$ cat src/rtl/priority_pkg.sv
// Shared definitions for the priority encoder/decoder pair: FSM state
// encoding and the reversed code-to-bit mapping (code c -> bit N-1-c).
package priority_pkg;

    localparam logic [1:0] IDLE = 2'd0;
    localparam logic [1:0] HOLD = 2'd1;
    localparam logic [1:0] GAP  = 2'd2;

    // Returns a one-hot word with bit n-1-c set, or zero for c >= n.
    function automatic logic [15:0] code_to_bit(
        input int unsigned c,
        input int unsigned n
    );
        if (c < n)
            return 16'(1) << (n - 1 - c);
        return 16'd0;
    endfunction

endpackage

$ cat src/rtl/priority_decoder_if.sv
// Code handshake bundle between a code producer (master) and the decoder
// (slave). Ports: code_valid, code (master->slave); code_ready (slave->master).
interface priority_decoder_if #(
    parameter int CODE_WIDTH = 2
);
    logic                  code_valid;
    logic                  code_ready;
    logic [CODE_WIDTH-1:0] code;

    modport master (
        output code_valid,
        output code,
        input  code_ready
    );

    modport slave (
        input  code_valid,
        input  code,
        output code_ready
    );
endinterface

$ cat src/rtl/priority_decoder_cnt.sv
// Loadable down-counter shared by the HOLD and GAP phases.
// Ports: clk, rst_n, load, load_val, dec, zero (count == 0).
module priority_decoder_cnt #(
    parameter int W = 3
) (
    input  logic         clk,
    input  logic         rst_n,
    input  logic         load,
    input  logic [W-1:0] load_val,
    input  logic         dec,
    output logic         zero
);
    logic [W-1:0] cnt;

    assign zero = (cnt == '0);

    // Load wins over decrement; decrement saturates at zero.
    always_ff @(posedge clk or negedge rst_n) begin
        if (!rst_n)
            cnt <= '0;
        else if (load)
            cnt <= load_val;
        else if (dec && !zero)
            cnt <= cnt - 1'b1;
    end
endmodule

$ cat src/rtl/priority_decoder.sv
// Expands accepted index codes into a one-hot strobe held HOLD_CYCLES then
// zeroed GAP_CYCLES; code c drives bit INPUTS-1-c, codes >= INPUTS pulse err.
// Ports: clk, rst_n, bus (code_valid/code/code_ready), onehot, busy, err,
// acc, acc_clr. Optional accumulator: PRIORITY_DECODER_ACC_EN.
module priority_decoder
    import priority_pkg::*;
#(
    parameter int INPUTS      = 3,
    parameter int CODE_WIDTH  = $clog2(INPUTS),
    parameter int HOLD_CYCLES = 4,
    parameter int GAP_CYCLES  = 1
) (
    input  logic              clk,
    input  logic              rst_n,
    priority_decoder_if.slave bus,
    output logic [INPUTS-1:0] onehot,
    output logic              busy,
    output logic              err,
    output logic [INPUTS-1:0] acc,
    input  logic              acc_clr
);
    localparam int MAXC = (HOLD_CYCLES > GAP_CYCLES) ? HOLD_CYCLES : GAP_CYCLES;
    localparam int CWR  = $clog2(MAXC + 1);
    localparam int CW   = (CWR < 1) ? 1 : CWR;

    localparam logic [CW-1:0] HOLD_LD = CW'(HOLD_CYCLES - 1);
    localparam logic [CW-1:0] GAP_LD  = (GAP_CYCLES > 0) ? CW'(GAP_CYCLES - 1) : '0;
    localparam logic          HAS_GAP = (GAP_CYCLES > 0);

    logic [1:0]        state;
    logic [1:0]        state_nxt;
    logic              accept;
    logic              code_ok;
    logic              load_code;
    logic              hold_end;
    logic [INPUTS-1:0] dec_bit;
    logic              cnt_load;
    logic [CW-1:0]     cnt_val;
    logic              cnt_dec;
    logic              cnt_zero;

    assign bus.code_ready = (state == IDLE);
    assign busy           = (state != IDLE);

    assign accept    = bus.code_valid & bus.code_ready;
    assign code_ok   = (32'(bus.code) < INPUTS);
    assign load_code = accept & code_ok;
    assign hold_end  = (state == HOLD) & cnt_zero;
    assign dec_bit   = INPUTS'(code_to_bit(32'(bus.code), INPUTS));

    assign cnt_load = load_code | (hold_end & HAS_GAP);
    assign cnt_val  = (state == IDLE) ? HOLD_LD : GAP_LD;
    assign cnt_dec  = (state != IDLE);

    priority_decoder_cnt #(
        .W (CW)
    ) u_cnt (
        .clk      (clk),
        .rst_n    (rst_n),
        .load     (cnt_load),
        .load_val (cnt_val),
        .dec      (cnt_dec),
        .zero     (cnt_zero)
    );

    always_comb begin
        state_nxt = state;
        unique case (state)
            IDLE:    if (load_code) state_nxt = HOLD;
            HOLD:    if (cnt_zero) state_nxt = HAS_GAP ? GAP : IDLE;
            GAP:     if (cnt_zero) state_nxt = IDLE;
            default: state_nxt = IDLE;
        endcase
    end

    always_ff @(posedge clk or negedge rst_n) begin
        if (!rst_n) begin
            state  <= IDLE;
            onehot <= '0;
            err    <= 1'b0;
        end else begin
            state <= state_nxt;
            err   <= accept & ~code_ok;
            if (load_code)
                onehot <= dec_bit;
            else if (hold_end)
                onehot <= '0;
        end
    end

`ifdef PRIORITY_DECODER_ACC_EN
    // Clear is applied before the new bit is ORed in.
    always_ff @(posedge clk or negedge rst_n) begin
        if (!rst_n)
            acc <= '0;
        else if (acc_clr || load_code)
            acc <= (acc_clr ? '0 : acc) | (load_code ? dec_bit : '0);
    end
`else
    logic acc_clr_unused;
    assign acc_clr_unused = acc_clr;
    assign acc            = '0;
`endif

endmodule

$ cat src/flat_wrapper.sv
// flat-port wrapper written by rule: the top's interface ports become plain ports
module priority_decoder_flat import priority_pkg::*;
#(
    parameter int INPUTS      = 3,
    parameter int CODE_WIDTH  = $clog2(INPUTS),
    parameter int HOLD_CYCLES = 4,
    parameter int GAP_CYCLES  = 1
)
  (clk, rst_n, onehot, busy, err, acc, acc_clr, bus_code_valid, bus_code, bus_code_ready);
  priority_decoder_if #(.CODE_WIDTH(CODE_WIDTH)) bus_i ();
  input  logic clk;
  input  logic rst_n;
  output logic [INPUTS-1:0] onehot;
  output logic busy;
  output logic err;
  output logic [INPUTS-1:0] acc;
  input  logic acc_clr;
  input wire logic [$bits(bus_i.code_valid)-1:0] bus_code_valid;
  input wire logic [$bits(bus_i.code)-1:0] bus_code;
  output wire logic [$bits(bus_i.code_ready)-1:0] bus_code_ready;
  assign bus_i.code_valid = bus_code_valid;
  assign bus_i.code = bus_code;
  assign bus_code_ready = bus_i.code_ready;
  priority_decoder #(.INPUTS(INPUTS), .CODE_WIDTH(CODE_WIDTH), .HOLD_CYCLES(HOLD_CYCLES), .GAP_CYCLES(GAP_CYCLES)) u_core (.clk(clk), .rst_n(rst_n), .bus(bus_i), .onehot(onehot), .busy(busy), .err(err), .acc(acc), .acc_clr(acc_clr));
endmodule
$ cat config.mk
export PLATFORM = sky130hd
export DESIGN_NAME = priority_decoder_flat
export DESIGN_NICKNAME = d
export VERILOG_FILES = /design/src/rtl/priority_pkg.sv /design/src/rtl/priority_decoder_if.sv /design/src/rtl/priority_decoder_cnt.sv /design/src/rtl/priority_decoder.sv /design/src/flat_wrapper.sv
export SDC_FILE = /design/constraint.sdc
export NUM_CORES = 1
export LEC_CHECK = 0
export ABC_AREA = 1
export CAP_MARGIN = 20
export CORE_AREA = 2 2 39 41
export DETAILED_ROUTE_END_ITERATION = 6
export DIE_AREA = 0 0 41 43
export GPL_TIMING_DRIVEN = 0
export PLACE_DENSITY = 0.67
export SLEW_MARGIN = 20
export SYNTH_ARGS = -nofsm -noshare
export SYNTH_HDL_FRONTEND = slang
export SYNTH_SLANG_ARGS = --single-unit
$ cat constraint.sdc
create_clock -name clk -period 1.4 [get_ports clk]
set_input_delay 0.35 -clock clk [delete_from_list [all_inputs] [get_ports clk]]
set_output_delay 0.35 -clock clk [all_outputs]
set_load 0.03 [all_outputs]
Word level (Yosys, flattened, before mapping)
Cells that the tools add are included.

word-level totals
  flip-flop bits (word level) = 9
  bits of input ports = 6
  output and inout bits = 9

operators by class
  $add $sub $neg = 2
  $lt $le $gt $ge = 1
  equality and inequality tests = 5
  shifts and indexed selects = 1
  muxes and demuxes = 12
  bitwise logic cells = 6
  reductions and logical operators = 8

operator list
  operator              count
  $shl 1x32->3 const A  1
  $mux 3                6
  $mux 2                4
  $pmux 2 s3            1
  $reduce_bool 2->1     3
  $and 1x1->1           4
  $ne 2x1->1 const B    2
  $logic_not 3->1       1
  $reduce_and 3->1      1
  $sub 2x2->3 const A   1
  $sub 3x1->3 const B   1
  $eq 2x1->1 const B    1
  $eq 2x2->1 const B    1
  $logic_not 2->1       1
  $lt 2x2->1 const B    1
  $ne 2x2->1 const B    1
  $logic_and 1x1->1     1
  $logic_not 1->1       1
  $mux 1                1
  $not 1->1             1
  $or 1x1->1            1

Longest topological paths before layout
Gate-level depths: netlist (run 1).

  depth after elaboration = 5
  gate-level depth with buffers = 9
  depth with buffers taken out = 9

Modules after synthesis
Synthesis (run 1) repeated with hierarchy kept, for this count alone.

unflattened totals
  cells, all modules = 63
  area, all modules = 498.0 µm²

modules (own cells, without submodules)
  module                times used  cells each  area each (µm²)  seq. area each (µm²)
  priority_decoder      1           36          305.3            150.1
  priority_decoder_cnt  1           27          192.7            75.1

Least setup slack after synthesis (run 1)
No wires, ideal clock.

  path type = flip-flop to flip-flop
  from = register u_core.state[0]
  to = register u_core.u_cnt.cnt[0]
  arrival time = 1.120 ns
  setup slack = 0.163 ns
  stages on the path, launching flop included = 7
  buffers on the path = 0
  clock period less this slack = 1.237 ns
  cell sequence = dfrtp_1 > nor2_4 > inv_2 > nand2_2 > nand3_2 > nand2_1 > nand2_1

on the way
  word-level cells in the longest chain between the ends = 5
  elaborated cells on any way between the ends = 11
  classes of those cells = 1 x eq/ne; 2 x mux; 4 x bitwise; 4 x reduce/logical

ends and longest elaborated chain
  item                                         line                        text
  start, declared                              priority_decoder.sv:30      logic [1:0] state;
  start signal, assigned                       priority_decoder.sv:82      state <= state_nxt;
  $logic_not 2->1 *                            priority_decoder.sv:42      assign bus.code_ready = (state == IDLE);
  net bus_code_ready                           flat_wrapper.sv:20          output wire logic [$bits(bus_i.code_ready)-1:0] bus_code_ready;
  $and 1x1->1                                  priority_decoder.sv:45      assign accept = bus.code_valid & bus.code_ready;
  $and 1x1->1                                  priority_decoder.sv:47      assign load_code = accept & code_ok;
  $or 1x1->1                                   priority_decoder.sv:51      assign cnt_load = load_code | (hold_end & HAS_GAP);
  $mux 3 or $reduce_bool 2->1 (tied branches)  -
  end signal, assigned                         priority_decoder_cnt.sv:22  cnt <= load_val;
  end signal, assigned                         priority_decoder_cnt.sv:24  cnt <= cnt - 1'b1;
  end, declared                                priority_decoder_cnt.sv:13  logic [W-1:0] cnt;

The timed path passes the listed nets; every way through them passes the cells marked *.
A chain may end at the register's enable or synchronous reset.

Worst setup path in the final report (run 1)
  from = register u_core.state[1]
  to = output port busy

on the way
  word-level cells in the longest chain between the ends = 1

ends and longest elaborated chain
  item               line                    text
  $reduce_bool 2->1  priority_decoder.sv:43  assign busy = (state != IDLE);
  end, declared      flat_wrapper.sv:14      output logic busy;

Every way passes these cells.

==> flow_summary.rst, run 1 <==
.. list-table::
   :header-rows: 1

   * - Metric
     - Value
   * - Peak clock frequency supported by timing
     - between 600 and 700 MHz
   * - Worst-Skew Late Latency
     - between 0.2 and 0.3 ns
   * - Yosys Warn Count
     - 0
   * - Unique masters post-synth
     - 17
   * - Share of power burned in combinational logic
     - between 60% and 70%
   * - Clock skew after layout
     - 0.003688 ns
   * - Layout Utilization
     - 51.36%
   * - Critical Path End Type
     - primary output
   * - Type of the setup path with the least slack
     - register to primary output
   * - Internal Power
     - 879.7 uW
   * - First-pass GRT wire length
     - between 1500 and 2000 um
   * - Placer congestion estimate
     - a little over 0.8
   * - Average instance area after synthesis
     - ~8.0 um2
   * - Post-route setup slack
     - -0.03572 ns
   * - Register clock-pin slew on the reported worst setup and hold paths
     - roughly 0.070 ns
   * - Number of max-cap violations
     - 0
   * - Reg power frac
     - a little over a quarter
   * - Area of the mapped netlist
     - between 500 and 600 um2
   * - Combined area of the multi-input logic cells
     - ~240 um2
   * - Arrival time at the worst endpoint
     - between 1 and 1.5 ns
   * - Worst R2R Setup Slack
     - approximately 0.15 ns
   * - CTS tree
     - yes
   * - Critical path's largest stage delay
     - approximately 0.43 ns
   * - Largest voltage drop on the vdd net
     - 1.006 mV
   * - Total number of clock tree sinks
     - 9
   * - Post-route DRC violation count
     - 0
   * - Final Max Slew Viols
     - 0
   * - Largest cells by area after synthesis
     - sky130_fd_sc_hd__dfrtp_1 44%, sky130_fd_sc_hd__nand2_1 14%, sky130_fd_sc_hd__inv_1 5.1%, sky130_fd_sc_hd__ha_1 4.9%, sky130_fd_sc_hd__buf_4 4.4%
   * - Total power consumption of the routed design
     - 1642 uW
   * - Clock power frac
     - 12.8%
   * - Share of Yosys cell area claimed by the top area cell type
     - a little over two fifths
   * - Clock root buffer master
     - sky130_fd_sc_hd__clkbuf_4
   * - Number of antenna violations at the first check in global routing
     - 0
   * - Static Leakage
     - between 0.0003 and 0.0004 uW
   * - Pwr/cell area
     - 2310 mW/mm2
   * - Initial core utilization
     - a little under two fifths
   * - Total length of routed wires
     - between 900 and 1000 um
   * - NumNets Final
     - 94
   * - Violated checks
     - negative setup slack
   * - Total Routing Usage GR
     - between 10% and 20%
   * - Number of nets with antenna violations after routing
     - 0
   * - Run status
     - finished with violations
   * - Setup violations, final
     - 1
   * - Cell taking the most area after synthesis
     - sky130_fd_sc_hd__dfrtp_1
   * - Type of origin of the critical path
     - register
   * - Post-synthesis to final-layout area growth
     - 38.54%
   * - Avg Vias per Cell
     - around 4.3
   * - Bufs on Longest Clock Path
     - 2
   * - Most common cell on crit path
     - sky130_fd_sc_hd__buf_6
   * - Largest fanout on the critical path
     - 2
   * - Number of global-route vias before repair
     - between 400 and 500
   * - Post-DR wirelength/cell
     - around 9.6 um
   * - Number of antenna diodes
     - 0
   * - Number of rows in the core area
     - 14
   * - DR pass1 iterations
     - 4
   * - Clock period minus worst slack
     - roughly 1.4 ns
   * - Final Hold Viols
     - 0
   * - Critical path cell sequence
     - nor2_4 > buf_6 > inv_4 > buf_6
   * - Maximum number of pins on one net before global-route repair
     - 10
   * - Input/output buffers
     - 10
   * - Via Count
     - 438
   * - Hold Buf Count CTS
     - 0
   * - Remaining Overflow, GRT
     - 0
   * - Share of cells above drive strength 1
     - 30.59%
   * - Number of top-level pins
     - 15
   * - RSZ-0062 raised after global routing
     - true
   * - Depth of the CTS H-tree
     - 1
   * - WP data required
     - roughly 1.1 ns
   * - Horiz. Die Dim
     - approximately 41 um
   * - End of the worst register-to-register path
     - u_core.onehot[0]$_DFFE_PN0P_
   * - Period utilisation layout
     - 102.6%
   * - Class of the most critical hold timing path
     - input port to async pin
   * - Post-synthesis sequential area ratio
     - 43.90%
   * - Fraction of power spent switching nets
     - between 40% and 50%
   * - R2R cell count
     - 9
   * - Die outline height
     - between 40 and 50 um
   * - Origin of the critical flop-to-flop path
     - u_core.u_cnt.cnt[0]$_DFFE_PN0P_
   * - Area taken by flip-flops and latches
     - between 200 and 250 um2
   * - Net switching power
     - roughly 760 uW
   * - Core area
     - 0.001384 mm2
   * - Iteration-0 DRC Markers
     - 4
   * - Placed wire-length estimate after detailed placement
     - approximately 690 um
   * - Die Footprint
     - approximately 0.0018 mm2
   * - Synthesized netlist cell count
     - 64
   * - Number of inserted filler cells in the final layout
     - between 100 and 150
   * - Flop and latch count out of synthesis
     - 9
   * - Slowest stage cell, crit path
     - sky130_fd_sc_hd__dfrtp_2
   * - Clock buffer count from CTS
     - 3
## cell usage after synthesis, drive strengths merged
cell type   n
nand4       2
nand2      22
conb        1
dfrtp       9
o21ai       4
buf         3
nand3       4
ha          2
inv         9
nor2        8
## critical path: cells and delay by family, from the launching register on
kind / cells / cell delay (ns)
buffers and inverters: 3 / 0.26
DFF: 1 / 0.43
and+or+nand+nor: 1 / 0.13
## cell type report
type | count | share of cell area (%)
Sequential cell | 9 | 31.87
Clock buffer | 3 | 3.169
Inverter | 9 | 5.106
Tap cell | 16 | 2.817
Clock inverter | 1 | 0.7042
Buffer | 3 | 3.169
Multi-Input combinational cell | 45 | 33.98
Timing Repair Buffer | 15 | 19.19
## registers in the layout, indices dropped and copies added (netlist names)
signal            flops
u_core.state          2
u_core.onehot         3
u_core.u_cnt.cnt      3
u_core.err            1
## routing by layer
metal / vias to the layer above / part of all wire [%] / track usage, %
met5: - / 0 / 0
met1: 199 / 45 / 20.67
li1: 231 / - / -
met4: 0 / 2.3 / 10.00
met2: 5 / 50 / 20.94
met3: 3 / 2.0 / 4.712
## worst max path at each step
stage	start	to	slack, ns	cells past startpoint
after floorplan	u_core.state[0]$_DFFE_PN0P_	u_core.u_cnt.cnt[0]$_DFFE_PN0P_	0.16	6
after global placement	u_core.state[1]$_DFFE_PN0P_	bus_code_ready	-0.25	2
after detailed placement	u_core.state[1]$_DFFE_PN0P_	bus_code_ready	-0.25	2
after CTS	u_core.state[1]$_DFFE_PN0P_	busy	-0.04	4
after global routing	u_core.state[1]$_DFFE_PN0P_	busy	-0.08	4
final	u_core.state[1]$_DFFE_PN0P_	busy	-0.04	4
## kinds of logic (layout without fill, tap and decap cells)
kind of cell,Yosys count,in the layout,synth area share [%]
buffers and inverters,12,31,10.98
other,1,3,0.7310
AOI/OAI and AO/OA,4,4,3.901
DFF,9,9,43.90
adders and majority gates,2,2,4.877
and+or+nand+nor,36,36,35.61
## per-stage QoR
| step | instance area, um2 | hold slack (ns) | setup TNS (ns) | std cells | setup WS (ns) |
|---|---|---|---|---|---|
| 6_report | 710.7 | 0.3750 | -0.03572 | 101 | -0.03572 |
| 5_1_grt | 710.7 | 0.4247 | -0.09355 | 101 | -0.07954 |
| 4_1_cts | 704.4 | 0.3875 | -0.04103 | 101 | -0.04103 |
| 3_5_place_dp | 640.6 | 0.4581 | -0.7307 | 92 | -0.2493 |
| 3_3_place_gp | 640.6 | 0.4572 | -0.6074 | 92 | -0.2542 |
| 2_1_floorplan | 520.5 | 0.05441 | 0 | 66 | 0.1629 |
## what timing repair did
item	in CTS	in global routing
gates resized for setup	19	4
setup endpoints to repair	6	7
buffers inserted	5	1
pin swaps	1	1
## cell usage in the layout (no fill, tap or decap), drive strengths merged, types with 4 or more instances in the layout
master | netlist | routed
buf | 3 | 10
clkdlybuf4s50 | 0 | 4
dfrtp | 9 | 9
inv | 9 | 9
nand2 | 22 | 22
nand3 | 4 | 4
nor2 | 8 | 8
o21ai | 4 | 4
## power by group through the flow
stage / Combinational [uW] / Clock (uW) / Sequential, uW
floorplan: 540 / 0 / 534
global route: 1090 / 237 / 453
detailed placement: 883 / 0 / 452
global placement: 878 / 0 / 452
finish: 987 / 210 / 444
CTS: 979 / 216 / 443
(Power assumes the default switching activity.)
==> run 2: changes to the inputs <==
--- a/config.mk
+++ b/config.mk
@@ -8,6 +8,7 @@
 export ABC_AREA = 1
 export CAP_MARGIN = 20
 export CORE_AREA = 2 2 39 41
+export CTS_BUF_LIST = sky130_fd_sc_hd__clkbuf_8
 export DETAILED_ROUTE_END_ITERATION = 6
 export DIE_AREA = 0 0 41 43
 export GPL_TIMING_DRIVEN = 0
==> flow_summary.rst, run 2 (synthesized netlist as in run 1, its figures left out) <==
.. list-table::
   :header-rows: 1

   * - Metric
     - Value
   * - Clock root buffer master
     - sky130_fd_sc_hd__clkbuf_8 (was sky130_fd_sc_hd__clkbuf_4)
   * - Largest fanout on the critical path
     - 2 (unchanged)
   * - Iteration-0 DRC Markers
     - 2 (was 4)
   * - Number of max-cap violations
     - 0 (unchanged)
   * - Layout Utilization
     - 51.72% (was 51.36%)
   * - Number of antenna violations at the first check in global routing
     - 0 (unchanged)
   * - Combined area of the multi-input logic cells
     - 239.0 um2 (was 241.5 um2)
   * - Dpl cells
     - 92 (unchanged)
   * - R2R cell count
     - 9 (unchanged)
   * - Remaining Overflow, GRT
     - 0 (unchanged)
   * - Total number of clock tree sinks
     - 9 (unchanged)
   * - WP data required
     - 1.05 ns (about the same)
   * - Maximum number of pins on one net before global-route repair
     - 10 (unchanged)
   * - CTS tree
     - yes (unchanged)
   * - Critical Path End Type
     - primary output (unchanged)
   * - Number of top-level pins
     - 15 (unchanged)
   * - Largest voltage drop on the vdd net
     - 1.124 mV (was 1.006 mV)
   * - Most frequent cells in the layout
     - 19 x sky130_fd_sc_hd__nand2_1, 8 x sky130_fd_sc_hd__dfrtp_1, 7 x sky130_fd_sc_hd__inv_1 (was 19 x sky130_fd_sc_hd__nand2_1, 8 x sky130_fd_sc_hd__dfrtp_1, 7 x sky130_fd_sc_hd__inv_1, 7 x sky130_fd_sc_hd__buf_4)
   * - Placer congestion estimate
     - 0.8211 (unchanged)
   * - Die Footprint
     - 0.001763 mm2 (unchanged)
   * - Core area
     - 0.001384 mm2 (unchanged)
   * - Depth of the CTS H-tree
     - 1 (unchanged)
   * - Setup violations, final
     - 0 (was 1)
   * - Area taken by flip-flops and latches
     - 226.5 um2 (unchanged)
   * - Input/output buffers
     - 10 (unchanged)
   * - Clock buffer count from CTS
     - 3 (unchanged)
   * - Total length of routed wires
     - 971 um (was 965 um)
   * - Horiz. Die Dim
     - 41 um (unchanged)
   * - Number of rows in the core area
     - 14 (unchanged)
   * - Post-place instance area
     - 640.6 um2 (unchanged)
   * - Peak clock frequency supported by timing
     - 714.4 MHz (was 696.5 MHz)
   * - Post-DR wirelength/cell
     - 9.710 um (was 9.554 um)
   * - Final Hold Viols
     - 0 (unchanged)
   * - Register clock-pin slew on the reported worst setup and hold paths
     - 0.05 ns (was 0.07 ns)
   * - Hold Buf Count CTS
     - 0 (unchanged)
   * - First-pass GRT wire length
     - 1794 um (was 1752 um)
   * - Run status
     - complete, no violations (was finished with violations)
   * - Avg Vias per Cell
     - 4.390 (was 4.337)
   * - Type of the setup path with the least slack
     - register to primary output (unchanged)
   * - Final instance count without filler cells
     - 100 (was 101)
   * - Initial core utilization
     - 37.07% (unchanged)
   * - Die outline height
     - 43 um (unchanged)
   * - Number of nets with antenna violations after routing
     - 0 (unchanged)
   * - Registers with the most flip-flops
     - u_core.onehot: 3 flops, u_core.u_cnt.cnt: 3 flops, u_core.state: 2 flops (unchanged)
   * - Period utilisation layout
     - 99.99% (was 102.6%)
   * - Share of cells above drive strength 1
     - 28.57% (was 30.59%)
   * - Type of origin of the critical path
     - register (unchanged)
   * - Clock skew after layout
     - 0.003568 ns (was 0.003688 ns)
   * - Number of inserted filler cells in the final layout
     - 140 (was 142)
   * - Post-synthesis to final-layout area growth
     - 39.51% (was 38.54%)
   * - Setup TNS
     - 0 ns (was -0.03572 ns)
   * - Number of antenna diodes
     - 0 (unchanged)
   * - Worst R2R Setup Slack
     - 0.12 ns (was 0.15 ns)
   * - Total Routing Usage GR
     - 15.63% (was 15.53%)
   * - Final Max Slew Viols
     - 0 (unchanged)
   * - NumNets Final
     - 93 (was 94)
   * - Via Count
     - 439 (was 438)
   * - Bufs on Longest Clock Path
     - 2 (unchanged)
   * - Worst-Skew Late Latency
     - 0.24 ns (was 0.27 ns)
   * - Placed wire-length estimate after detailed placement
     - 690 um (unchanged)
   * - DR pass1 iterations
     - 4 (unchanged)
   * - Final instance area
     - 715.7 um2 (was 710.7 um2)
   * - RSZ-0062 raised after global routing
     - true (unchanged)
   * - Arrival time at the worst endpoint
     - 1.05 ns (was 1.09 ns)
   * - Static Leakage
     - 0.0003977 uW (was 0.0003872 uW)
   * - Post-route DRC violation count
     - 0 (unchanged)
   * - Origin of the critical flop-to-flop path
     - u_core.u_cnt.cnt[0]$_DFFE_PN0P_ (unchanged)
   * - Class of the most critical hold timing path
     - input port to async pin (unchanged)
   * - Number of global-route vias before repair
     - 427 (was 417)
   * - Clock period minus worst slack
     - 1.400 ns (was 1.436 ns)
   * - End of the worst register-to-register path
     - u_core.onehot[0]$_DFFE_PN0P_ (unchanged)
   * - Pwr/cell area
     - 2385 mW/mm2 (was 2310 mW/mm2)
   * - Leading cell type in the layout, fill and taps excluded
     - sky130_fd_sc_hd__nand2_1 (unchanged)
   * - Tightest hold margin
     - 0.4102 ns (was 0.3750 ns)
[run 2: cell types whose count changed in the layout (fill, tap and decap cells not counted), sizes merged]
cell	change
buf	-1
clkdlybuf4s15	-3
dlygate4sd2	+3
[run 2: metal layers]
layer,part of all wire [%],track usage [%],up-vias
met5,0,0,-
met4,2.4,10.00,0
met3,2.6,3.141,3
met2,50,22.19,5
met1,45,20.67,201
li1,-,-,230
[run 2: area by class of cell]
cell class	instances	share of cell area, %
multi-input combinational	45	33.39
inverter	9	5.070
sequential	9	31.64
clock inverter	1	0.6993
buffer	3	3.147
timing repair buffer	14	17.48
clock buffer	3	5.769
tap	16	2.797
[run 2: per-stage QoR]
stage          power (uW)  setup WS (ns)
6_report             1707      0.0001555
5_1_grt              1847       -0.03279
4_1_cts              1740      -0.001818
3_5_place_dp         1335        -0.2493
3_3_place_gp         1329        -0.2542
2_1_floorplan        1074         0.1629
[run 2: worst max-delay path, cell delays in order, from the launching register on]
cell and delay [ns]:
sky130_fd_sc_hd__dfrtp_2 0.42, sky130_fd_sc_hd__nor2_4 0.13, sky130_fd_sc_hd__buf_6 0.11, sky130_fd_sc_hd__inv_4 0.03, sky130_fd_sc_hd__buf_6 0.12
[run 2: worst max path at each step]
stage,from,endpoint,slack (ns),cells after the start
floorplan,u_core.state[0]$_DFFE_PN0P_,u_core.u_cnt.cnt[0]$_DFFE_PN0P_,0.16,6
global placement,u_core.state[1]$_DFFE_PN0P_,bus_code_ready,-0.25,2
detailed placement,u_core.state[1]$_DFFE_PN0P_,bus_code_ready,-0.25,2
CTS,u_core.state[1]$_DFFE_PN0P_,busy,-0.002,4
global route,u_core.state[1]$_DFFE_PN0P_,busy,-0.03,4
finish,u_core.state[1]$_DFFE_PN0P_,busy,0.0002,4
[run 2: where the power goes]
| group | total [uW] | internal [uW] | switching (uW) |
|---|---|---|---|
| sequential | 444 | 375 | 69.2 |
| clock | 312 | 195 | 117 |
| combinational | 951 | 372 | 579 |
[run 2: what timing repair did]
action	4_1_cts	5_1_grt
buffers inserted	5	0
endpoints found under the setup margin	6	3
pin swaps	1	1
resized for setup	19	0
